$ cat config.mk
export PLATFORM = sky130hd
export DESIGN_NAME = ram_access_arbiter
export DESIGN_NICKNAME = d
export VERILOG_FILES = /design/src/rtl/ram_access_arbiter.sv
export SDC_FILE = /design/constraint.sdc
export NUM_CORES = 1
export LEC_CHECK = 0
export ABC_AREA = 1
export CELL_PAD_IN_SITES_DETAIL_PLACEMENT = 0
export CELL_PAD_IN_SITES_GLOBAL_PLACEMENT = 1
export CORE_MARGIN = 3
export CORE_UTILIZATION = 18
export CTS_BUF_LIST = sky130_fd_sc_hd__clkbuf_8
export CTS_CLUSTER_DIAMETER = 100
export DETAILED_ROUTE_END_ITERATION = 16
export PLACE_DENSITY_LB_ADDON = 0.1
export SYNTH_ARGS = -nofsm -noshare
export SYNTH_HDL_FRONTEND = slang
export SYNTH_SLANG_ARGS = --single-unit
$ cat constraint.sdc
create_clock -name CLOCK_50_I -period 1.5 [get_ports CLOCK_50_I]
set_clock_uncertainty 0.05 [all_clocks]
set_input_delay 0.3 -clock CLOCK_50_I [delete_from_list [all_inputs] [get_ports CLOCK_50_I]]
set_output_delay 0.3 -clock CLOCK_50_I [all_outputs]
set_load 0.005 [all_outputs]
$ cat src/rtl/ram_access_arbiter.sv
// ram_access_arbiter: shares one single-port RAM (registered read data)
// between two requesters. The grant is combinational and the RAM path is a
// plain mux. Read data is steered back to the issuing requester through a
// RD_LATENCY-deep valid/tag pipeline.
// Default arbitration is round-robin with at most MAX_BURST consecutive
// grants to one owner while the other requester waits.
// Optional macro ARB_FIXED_PRIORITY_EN: requester 0 gets strict priority.
module ram_access_arbiter #(
    parameter int ADDR_W     = 9,
    parameter int DATA_W     = 8,
    parameter int MAX_BURST  = 4,
    parameter int RD_LATENCY = 1
) (
    input  logic              CLOCK_50_I,
    input  logic              RESET_I,
    input  logic              REQ0_I,
    input  logic              WE0_I,
    input  logic [ADDR_W-1:0] ADDR0_I,
    input  logic [DATA_W-1:0] WDATA0_I,
    output logic              GNT0_O,
    output logic              RVALID0_O,
    output logic [DATA_W-1:0] RDATA0_O,
    input  logic              REQ1_I,
    input  logic              WE1_I,
    input  logic [ADDR_W-1:0] ADDR1_I,
    input  logic [DATA_W-1:0] WDATA1_I,
    output logic              GNT1_O,
    output logic              RVALID1_O,
    output logic [DATA_W-1:0] RDATA1_O,
    output logic [ADDR_W-1:0] RAM_ADDR_O,
    output logic [DATA_W-1:0] RAM_WDATA_O,
    output logic              RAM_WE_O,
    input  logic [DATA_W-1:0] RAM_RDATA_I
);

    typedef enum logic [1:0] {
        ST_IDLE = 2'd0,
        ST_OWN0 = 2'd1,
        ST_OWN1 = 2'd2
    } state_t;

    localparam logic [3:0] LP_MAX_BURST = 4'(MAX_BURST);

    state_t          r_state;
    state_t          w_state_nxt;
    logic [3:0]      r_burst_cnt;
    logic [3:0]      w_burst_nxt;
    logic [3:0]      w_burst_inc;
    logic            w_below_max;
    logic            r_last_served;
    logic            w_last_nxt;
    logic            w_gnt0;
    logic            w_gnt1;
    logic            w_rd_push;
    logic [RD_LATENCY-1:0] r_vld;
    logic [RD_LATENCY-1:0] r_tag;
    logic            w_rv0;
    logic            w_rv1;

    assign w_below_max = (r_burst_cnt < LP_MAX_BURST);
    assign w_burst_inc = w_below_max ? (r_burst_cnt + 4'd1) : r_burst_cnt;

    // Grant decision and next owner/burst/last-served state
    always_comb begin
        w_gnt0      = 1'b0;
        w_gnt1      = 1'b0;
        w_state_nxt = ST_IDLE;
        w_burst_nxt = '0;
        w_last_nxt  = r_last_served;

        if (!RESET_I) begin
`ifdef ARB_FIXED_PRIORITY_EN
            w_gnt0 = REQ0_I;
            w_gnt1 = REQ1_I && !REQ0_I;
`else
            case (r_state)
                ST_OWN0: begin
                    if (REQ0_I && (!REQ1_I || w_below_max)) w_gnt0 = 1'b1;
                    else if (REQ1_I)                        w_gnt1 = 1'b1;
                end
                ST_OWN1: begin
                    if (REQ1_I && (!REQ0_I || w_below_max)) w_gnt1 = 1'b1;
                    else if (REQ0_I)                        w_gnt0 = 1'b1;
                end
                default: begin
                    if (REQ0_I && REQ1_I) begin
                        w_gnt0 = r_last_served;
                        w_gnt1 = !r_last_served;
                    end else begin
                        w_gnt0 = REQ0_I;
                        w_gnt1 = REQ1_I;
                    end
                end
            endcase
`endif
        end

        if (w_gnt0) begin
            w_state_nxt = ST_OWN0;
            w_last_nxt  = 1'b0;
            w_burst_nxt = (r_state == ST_OWN0) ? w_burst_inc : 4'd1;
        end else if (w_gnt1) begin
            w_state_nxt = ST_OWN1;
            w_last_nxt  = 1'b1;
            w_burst_nxt = (r_state == ST_OWN1) ? w_burst_inc : 4'd1;
        end
    end

    // Owner state register; requester 0 wins the first tie after reset
    always_ff @(posedge CLOCK_50_I) begin
        if (RESET_I) begin
            r_state       <= ST_IDLE;
            r_burst_cnt   <= '0;
            r_last_served <= 1'b1;
        end else begin
            r_state       <= w_state_nxt;
            r_burst_cnt   <= w_burst_nxt;
            r_last_served <= w_last_nxt;
        end
    end

    assign w_rd_push = (w_gnt0 && !WE0_I) || (w_gnt1 && !WE1_I);

    // Read-return pipeline: valid bit plus requester tag, aligned to RAM latency
    always_ff @(posedge CLOCK_50_I) begin
        if (RESET_I) begin
            r_vld <= '0;
            r_tag <= '0;
        end else begin
            r_vld[0] <= w_rd_push;
            r_tag[0] <= w_gnt1;
            for (int unsigned i = 1; i < RD_LATENCY; i++) begin
                r_vld[i] <= r_vld[i-1];
                r_tag[i] <= r_tag[i-1];
            end
        end
    end

    assign w_rv0 = !RESET_I && r_vld[RD_LATENCY-1] && !r_tag[RD_LATENCY-1];
    assign w_rv1 = !RESET_I && r_vld[RD_LATENCY-1] &&  r_tag[RD_LATENCY-1];

    assign GNT0_O    = w_gnt0;
    assign GNT1_O    = w_gnt1;
    assign RVALID0_O = w_rv0;
    assign RVALID1_O = w_rv1;
    assign RDATA0_O  = w_rv0 ? RAM_RDATA_I : '0;
    assign RDATA1_O  = w_rv1 ? RAM_RDATA_I : '0;

    assign RAM_ADDR_O  = w_gnt0 ? ADDR0_I  : (w_gnt1 ? ADDR1_I  : '0);
    assign RAM_WDATA_O = w_gnt0 ? WDATA0_I : (w_gnt1 ? WDATA1_I : '0);
    assign RAM_WE_O    = (w_gnt0 && WE0_I) || (w_gnt1 && WE1_I);

endmodule
== Word level (Yosys, flattened, before mapping) ==
Index checks and enable logic that the tools add are counted.
Widths: inputs -> output; s select.

* Multiplexer cells: 27
* $lt $le $gt $ge: 1
* $add $sub $neg: 1
* Reductions and logical operators: 23
* Eq/ne operators: 2

{| class="wikitable"
|+ Operators with widths
! operator !! count
|-
| $mux 8 || 4
|-
| $mux 4 || 5
|-
| $mux 9 || 2
|-
| $mux 1 || 13
|-
| $logic_and 1x1->1 || 10
|-
| $logic_not 1->1 || 7
|-
| $add 4x1->4 const B || 1
|-
| $logic_or 1x1->1 || 4
|-
| $lt 4x3->1 const B || 1
|-
| $pmux 1 s2 || 2
|-
| $eq 2x1->1 const B || 1
|-
| $eq 2x2->1 const B || 1
|-
| $mux 2 || 1
|-
| $reduce_bool 2->1 || 1
|-
| $reduce_or 2->1 || 1
|}

* Register bits after elaboration: 9
* Input bits: 48
* Output and inout port bits: 38
* Word-level logic and storage cells: 60

== Depth between registers and ports, before layout ==
Gate-level depths: netlist of the first run.

* Depth after elaboration: 8
* Mapped depth: 11

== Worst setup path after synthesis of the first run ==
No wires, ideal clock.

* Path kind: reg2out
* Start: reg r_state[0]
* End: out RAM_ADDR_O[8]
* Data required time: 1150 ps
* Path slack: -126 ps
* Buffers on the path: 1
* Arrival: 1276 ps
* Stages on the path, launching flop included: 7
* Cell sequence: dfxtp_1 -> inv_1 -> ha_1 -> nand3_1 -> buf_2 -> nand4_1 -> o21ai_0

* Word-level cells in the longest chain between the ends: 5
* Elaborated cells on any way between the ends: 8

{| class="wikitable"
|+ RTL lines
! what !! RTL line !! source
|-
| start, declared || 44 || <nowiki>state_t r_state;</nowiki>
|-
| start signal, assigned || 116 || <nowiki>r_state <= w_state_nxt;</nowiki>
|-
| $eq 2x2->1 / $eq 2x1->1 (equally long branches) || 76 || <nowiki>case (r_state)</nowiki>
|-
| $pmux 1 s2 || 76 ||
|-
| $mux 1 || 71 || <nowiki>if (!RESET_I) begin</nowiki>
|-
| $mux 9 || 149 || <nowiki>assign RAM_ADDR_O = w_gnt0 ? ADDR0_I : (w_gnt1 ? ADDR1_I : '0);</nowiki>
|-
| $mux 9 (*) || 149 ||
|-
| end, declared || 30 || <nowiki>output logic [ADDR_W-1:0] RAM_ADDR_O,</nowiki>
|}

Mark *: on every way between the ends. The rest lies on a longest branch, timed or not.

== Worst setup path in the final report of the first run ==
* Start: reg r_state[0]
* End: out RAM_ADDR_O[5]

Same word-level chain as after synthesis.

==> summary.log, run 1 <==
qor: die.floorplan.die.width 82.14 µm
qor: sta.worst_setup_slack_final -0.5326 ns
qor: die.floorplan.core_area 0.005574 mm²
qor: setup_path.cp_max_fo 5
qor: sta.timing.max_slew.rel_slack 81.30%
qor: setup_path.worst_ep_arrival_time 1.68 ns
qor: outcome.violations setup timing
qor: synthesis.synthDistinctLibCells 20
qor: synthesis.post_synth_inst_count 174
qor: die.io-pin-count 86
qor: synthesis.main_combinational_cell_family_by_area_after_synthesis simple AND/OR/NAND/NOR gates
qor: clocking.cts_tree yes
qor: die.fp.dieArea 0.006747 mm²
qor: setup_path.crit_path_top_delay_cell dfxtp_4
qor: global_route.grt_start_max_net_pins 20
qor: global_route.grt.overflow.total 0
qor: sta.grt_setup_unrepaired yes
qor: synthesis.synth-simple-area-share 41.37%
qor: clocking.tritoncts_buffer_count 3
qor: power.power.leakage 0.001241 µW
qor: route.avgViaCountPerCell 4.211
qor: min_path.timing.hold.worst.class reg -> reg
qor: route.detail_route.iter0.violations 21
qor: setup_path.r2r_cells 12
qor: cells_and_area.num-nets-final 360
qor: route.route.final.wire_length 4.623 mm
qor: cells_and_area.multi_input_comb_area 853.3 µm²
qor: sta.worst_hold_slack 0.5984 ns
qor: setup_path.setup.worst_path.end_class output port
qor: route.drt-pass1-iter-count 4
qor: synthesis.fraction_of_the_yosys_area_taken_by_sequential_cells 17.27%
qor: placed_design.post-dp-hpwl 3.168 mm
qor: synthesis.synth.avg_cell_area 5.997 µm²
qor: clocking.clock_tree.htree_level_count 1
qor: clocking.clkSinkCount 9
qor: clocking.clkTransAtPathRegs 0.04 ns
qor: global_route.grt_first_pass_wirelength 6.851 mm
qor: synthesis.synth.cell_area 0.001044 mm²
qor: outcome.outcome finished, violations left
qor: min_path.whs_path_depth 4
qor: cells_and_area.post_route_cells_drive_above_1_share 51.30%
qor: placed_design.gp_routability_congestion 0.7205
qor: sta.report.final.setup_viol 43
qor: synthesis.synth_xor_xnor_area_share 0.8393%
qor: global_route.groute.usage.overall 12.98%
qor: clocking.cts-hold-fix-buffers 0
qor: die.fp-row-count 27
qor: setup_path.critical-path-top-delay-family buffers and inverters
qor: setup_path.crit_path_max_incr_delay 0.35 ns
qor: cells_and_area.antennaDiodeCount 0
qor: placed_design.placement.setup.worst_slack -1.012 ns
qor: die.die_y 82.14 µm
qor: clocking.clock_path_buffers 2
qor: power.p_total 4525 µW
qor: sta.tightest_pin_transition 0.2775 ns
qor: sta.hold_viol_final 0
qor: run.maxCapViolations 0
qor: setup_path.worst-path-buf-inv 5
qor: synthesis.mappedNetlistNets 225
qor: cells_and_area.ff_latch_area 187.7 µm²
qor: sta.fin_crit_sh 135.5%
qor: setup_path.cp.depth 9
qor: route.vias 1600
qor: cells_and_area.n_fill_cell 604
qor: synthesis.synth.mux.area_fraction 0%
qor: synthesis.yosysWarnings 0
qor: global_route.antenna_found_initial 0
qor: cells_and_area.area_growth 149.4%
qor: die.initial_utilization 18.72%
qor: power.power_per_cell_area 1739 mW/mm²
qor: setup_path.crit_path_cell_trace inv_2, ha_4, nand2_1, nand3_4, inv_8, buf_12, buf_8, o21ai_2, buf_2
qor: placed_design.numPortBuffers 85
qor: global_route.first_global_vias 1505
qor: route.postRouteAntennaNets 0
qor: setup_path.timing.critical_path.required 1.15 ns
qor: power.ir_drop 0.7107 mV
qor: sta.achievable-frequency 0.4920 GHz
qor: setup_path.worstSetupStartpointType flip-flop
qor: setup_path.setup.worst_path.class reg -> out
qor: route.drc 0
qor: sta.period_minus_slack 2.033 ns
qor: sta.final_max_slew_viol_count 0
qor: route.wl_per_cell 12.17 µm
qor: clocking.worstSkewPairLatency 0.23 ns
qor: synthesis.synth_compound_gate_area_share 18.23%
qor: synthesis.synth-adder-area-share 3.597%
qor: synthesis.post_synthesis_register_bit_count 9
qor: clocking.clock-root-buffer clkbuf_8
cells in the mapped netlist:
cell type | n | area (µm²)
o21ai_1 | 1 | 5.000
nand4_1 | 21 | 131.4
o21ai_0 | 8 | 40.04
buf_6 | 3 | 33.78
dfxtp_1 | 9 | 180.2
nand2_1 | 40 | 150.1
nor2_2 | 1 | 6.260
nand3_2 | 2 | 20.02
inv_4 | 1 | 6.260
ha_1 | 3 | 37.54
o21ai_2 | 16 | 140.1
nor3_1 | 2 | 10.01
inv_1 | 30 | 112.6
a21oi_1 | 1 | 5.000
nand3_1 | 7 | 35.03
clkbuf_1 | 2 | 7.510
buf_2 | 4 | 20.02
buf_8 | 1 | 15.01
nor2_1 | 21 | 78.83
xnor2_1 | 1 | 8.760
placed cells by master, fill, tap and decap left out:
cell,instances
clkdlybuf4s50_1,52
buf_2,28
buf_4,28
nand2_1,23
inv_1,21
nand4_1,21
o21ai_2,17
buf_6,16
nor2_1,15
nand2_2,14
inv_2,9
o21ai_1,6
buf_8,6
nand3_2,5
buf_12,5
dfxtp_1,5
nor2_2,4
nand3_4,3
nand2_4,3
nor2_4,3
clkbuf_8,3
dfxtp_2,3
o21ai_0,2
ha_4,2
clkbuf_2,2
inv_4,1
inv_8,1
nand3_1,1
nor3_2,1
nor3_4,1
xnor2_1,1
a21oi_1,1
ha_1,1
buf_16,1
clkdlybuf4s15_1,1
clkdlybuf4s15_2,1
dfxtp_4,1
logic make-up (layout without fill, tap and decap cells):
group / count (synthesis) / count (layout)
compound gates: 26 / 26
xor+xnor: 1 / 1
fa+ha+maj: 3 / 3
buf+inv: 41 / 175
flops: 9 / 9
simple gates: 94 / 94
per-stage QoR:
| stage | cell area, µm² | instances | utilization [%] | setup TNS [ns] |
|---|---|---|---|---|
| 2_1_floorplan | 1062 | 174 | - | -0.7090 |
| 3_3_place_gp | 2145 | 342 | 38.47 | -34.30 |
| 3_5_place_dp | 2145 | 342 | 38.47 | -33.94 |
| 4_1_cts | 2490 | 373 | 44.67 | -14.15 |
| 5_1_grt | 2603 | 380 | 46.69 | -18.72 |
| 6_report | 2603 | 380 | 46.69 | -14.78 |
flip-flops by register name, indices dropped and copies added (netlist names):
register	flops
r_burst_cnt	4
r_vld	1
r_tag	1
r_last_served	1
r_state	2
metal layers:
metal	GRT usage (%)	part of all wire, %
met5	0	0
met2	23.10	53
met1	15.83	41
met4	3.654	0.58
met3	2.386	6.3
final timing paths:
check | from | to | slack (ns)
min reg2reg | r_burst_cnt[0] | r_burst_cnt[0] | 0.60
max reg2reg | r_state[0] | r_vld | -0.28
max | r_state[0] | RAM_ADDR_O[5] | -0.53
min | r_burst_cnt[0] | r_burst_cnt[0] | 0.60
final cells by class:
type / instances / share of cell area (%)
sequential: 9 / 7.212
multi-input combinational: 124 / 32.79
timing repair buffer: 140 / 49.95
tap: 72 / 3.462
clock buffer: 3 / 1.587
clock inverter: 1 / 0.1442
inverter: 31 / 4.856
timing repair:
action | in CTS | in global routing
buffers inserted | 27 | 9
gates cloned | 2 | 0
pin swaps | 14 | 5
endpoints found under the setup margin | 44 | 44
gates resized for setup | 184 | 41
power by group:
part,internal [µW],switching [µW],total (µW)
Clock,178,87.7,265
Combinational,2150,1710,3860
Sequential,340,62.1,402
tightest hold or removal path, cell delays in order (launching register included):
cell and delay (ns):
dfxtp_1 0.34, xnor2_1 0.10, nand2_1 0.06, nand2_1 0.04
o21ai_1 0.06
(Power assumes the default switching activity.)
==> run 2: changes to the inputs <==
--- a/config.mk
+++ b/config.mk
@@ -5,9 +5,9 @@
 export SDC_FILE = /design/constraint.sdc
 export NUM_CORES = 1
 export LEC_CHECK = 0
-export ABC_AREA = 1
 export CELL_PAD_IN_SITES_DETAIL_PLACEMENT = 0
 export CELL_PAD_IN_SITES_GLOBAL_PLACEMENT = 1
+export CORE_ASPECT_RATIO = 1.75
 export CORE_MARGIN = 3
 export CORE_UTILIZATION = 18
 export CTS_BUF_LIST = sky130_fd_sc_hd__clkbuf_8
==> summary.log, run 2 <==
qor: global_route.grt_first_pass_wirelength 6.913 mm
qor: synthesis.async_flop_share 0%
qor: die.die_y 99.52 µm
qor: clocking.clkSinkCount 9
qor: power.ir_drop 0.4051 mV
qor: synthesis.mappedNetlistNets 157
qor: sta.grt_setup_unrepaired yes
qor: cells_and_area.area_growth 185.7%
qor: setup_path.cp_max_fo 5
qor: setup_path.worst_ep_arrival_time 2.23 ns
qor: synthesis.post_synth_inst_count 106
qor: route.drc 0
qor: clocking.clock-root-buffer clkbuf_8
qor: sta.tightest_pin_transition 0.4466 ns
qor: clocking.clock_path_buffers 2
qor: clocking.clock_tree.htree_level_count 1
qor: route.avgViaCountPerCell 4.734
qor: clocking.clkTransAtPathRegs 0.05 ns
qor: sta.fin_crit_sh 172.0%
qor: global_route.grt_start_max_net_pins 11
qor: synthesis.yosysWarnings 0
qor: clocking.cts_tree yes
qor: cells_and_area.n_fill_cell 428
qor: die.floorplan.core_area 0.004748 mm²
qor: die.fp-row-count 33
qor: route.wl_per_cell 15.85 µm
qor: cells_and_area.most_frequent_standard_cell_in_the_layout_excluding_fill_and_tap_cells clkdlybuf4s50_1
qor: synthesis.synth_most_common_cell and2_1
qor: cells_and_area.number_of_flip_flops_under_the_largest_register_name 4
qor: placed_design.post-dp-hpwl 3.150 mm
qor: global_route.groute.usage.overall 15.21%
qor: global_route.antenna_found_initial 0
qor: route.drt-pass1-iter-count 4
qor: synthesis.ys_top_cells_by_count 16 x and2_1, 10 x a22o_1, 9 x a22o_2, 9 x dfxtp_1, 6 x inv_1
qor: sta.timing.max_slew.rel_slack 69.91%
qor: setup_path.setup.worst_path.end_class output port
qor: setup_path.worstSetupStartpointType flip-flop
qor: cells_and_area.mostFrequentLayoutCells 46 x clkdlybuf4s50_1, 40 x buf_6, 24 x buf_4, 14 x and2_4, 13 x buf_2
qor: sta.final_max_slew_viol_count 0
qor: synthesis.synthDistinctLibCells 36
qor: cells_and_area.post_route_cells_drive_above_1_share 60.34%
qor: synthesis.post_synthesis_register_bit_count 9
qor: clocking.tritoncts_buffer_count 3
qor: outcome.violations setup timing
qor: die.initial_utilization 18.95%
qor: power.power.leakage 0.001164 µW
qor: cells_and_area.top_register r_burst_cnt
qor: placed_design.dpl.cell_count 261
qor: global_route.first_global_vias 1516
qor: outcome.outcome finished, violations left
qor: sta.worst_setup_slack_final -1.080 ns
qor: cells_and_area.biggestRegsByFlops r_burst_cnt x4, r_state x2
qor: global_route.grt.overflow.total 0
qor: die.floorplan.die.width 59.44 µm
qor: synthesis.dominantRegCellSynth dfxtp_1
qor: synthesis.synth.avg_cell_area 8.487 µm²
qor: sta.hold_viol_final 0
qor: min_path.timing.hold.worst.class in -> reg
qor: die.io-pin-count 86
qor: route.route.final.wire_length 4.582 mm
qor: route.vias 1368
qor: synthesis.synth_enable_flop_cells 0
qor: power.p_total 1484 µW
qor: synthesis.area_share_of_the_largest_cell_type_after_synthesis 20.03%
qor: sta.achievable-frequency 0.3876 GHz
qor: placed_design.gp_routability_congestion 0.7862
qor: placed_design.numPortBuffers 85
qor: setup_path.setup.worst_path.class reg -> out
qor: clocking.cts-hold-fix-buffers 0
qor: route.detail_route.iter0.violations 18
qor: cells_and_area.antennaDiodeCount 0
qor: route.postRouteAntennaNets 0
qor: synthesis.fraction_of_the_yosys_area_taken_by_sequential_cells 20.03%
qor: sta.report.final.setup_viol 38
qor: synthesis.synth.cell_area 899.6 µm²
qor: synthesis.synth_area_leader_cell dfxtp_1
qor: synthesis.ys_top_cells_by_area dfxtp_1 20%, and2_1 11%, a22o_2 10%
qor: run.maxCapViolations 0
qor: setup_path.timing.critical_path.required 1.15 ns
qor: sta.period_minus_slack 2.580 ns
qor: cells_and_area.utilization 54.12%
qor: cells_and_area.number_of_standard_cells_in_the_layout_taps_in_and_fillers_out 289
qor: placed_design.placement.setup.worst_slack -1.324 ns
qor: die.fp.dieArea 0.005915 mm²
qor: clocking.worstSkewPairLatency 0.23 ns
qor: cells_and_area.num-nets-final 289
qor: power.power_per_cell_area 577.6 mW/mm²
## run 2: per-stage QoR
stage | TNS (ns) | hold WS, ns | area, µm²
after floorplan | -12.28 | 0.4147 | 947.2
after global placement | -42.97 | 0.4921 | 2029
after detailed placement | -44.05 | 0.4884 | 2029
after CTS | -27.69 | 0.4237 | 2434
after global routing | -26.61 | 0.3685 | 2570
final | -24.34 | 0.3526 | 2570
## run 2: logic make-up (layout without fill, tap and decap cells)
kind of cell,Yosys count,in the layout,synth area share (%)
compound gates,39,39,38.25
fa+ha+maj,3,3,4.173
buf+inv,13,143,7.231
flops,9,9,20.03
mux,1,1,1.252
simple gates,41,42,29.07
## run 2: where the power goes
| part | switching, µW | leakage [µW] | internal (µW) | total (µW) |
|---|---|---|---|---|
| logic | 331 | 0.00106 | 597 | 928 |
| clock network | 96.1 | 0.0000269 | 178 | 274 |
| registers | 18.5 | 0.0000753 | 264 | 282 |
| total | 446 | 0.00116 | 1040 | 1480 |
## run 2: what timing repair did
action                                  4_1_cts  5_1_grt
endpoints found under the setup margin       47       46
buffers inserted                             21        4
cloned                                        6        0
hold endpoints to repair                      0        0
resized for setup                           199       50
pin swaps                                    23       16
## run 2: layout make-up
type                       count  area [µm²]  area share, %
multi-input combinational     85       922.1          35.88
clock inverter                 1       3.754         0.1461
tap                           52       65.06          2.532
timing repair buffer         133        1330          51.75
inverter                       6       22.52         0.8763
clock buffer                   3       41.29          1.607
sequential                     9       185.2          7.205
## run 2: final timing paths
| kind | startpoint | to | slack [ns] | cells after the start |
|---|---|---|---|---|
| setup / recovery | r_state[0] | RAM_ADDR_O[1] | -1.08 | 9 |
| hold / removal | RESET_I | r_state[0] | 0.35 | 3 |
| setup reg to reg | r_state[0] | r_last_served | -0.53 | 7 |
| hold reg to reg | r_last_served | r_last_served | 0.53 | 2 |
## run 2: worst max-delay path, stage by stage, from the launching register on
cell and delay (ns):
dfxtp_2 0.33, buf_6 0.11, ha_4 0.14, or3_4 0.41, and3_4 0.18, a221oi_4 0.30, buf_6 0.18, buf_12 0.11
a22o_1 0.13, buf_2 0.11
## run 2: routing by layer
layer	wire (µm)	part of all wire, %	vias up	track usage [%]
li1	-	-	664	-
met1	1425	31	636	13.63
met2	2734	60	66	31.51
met3	391	8.5	2	3.377
met4	31	0.68	0	3.665
met5	0	0	-	0
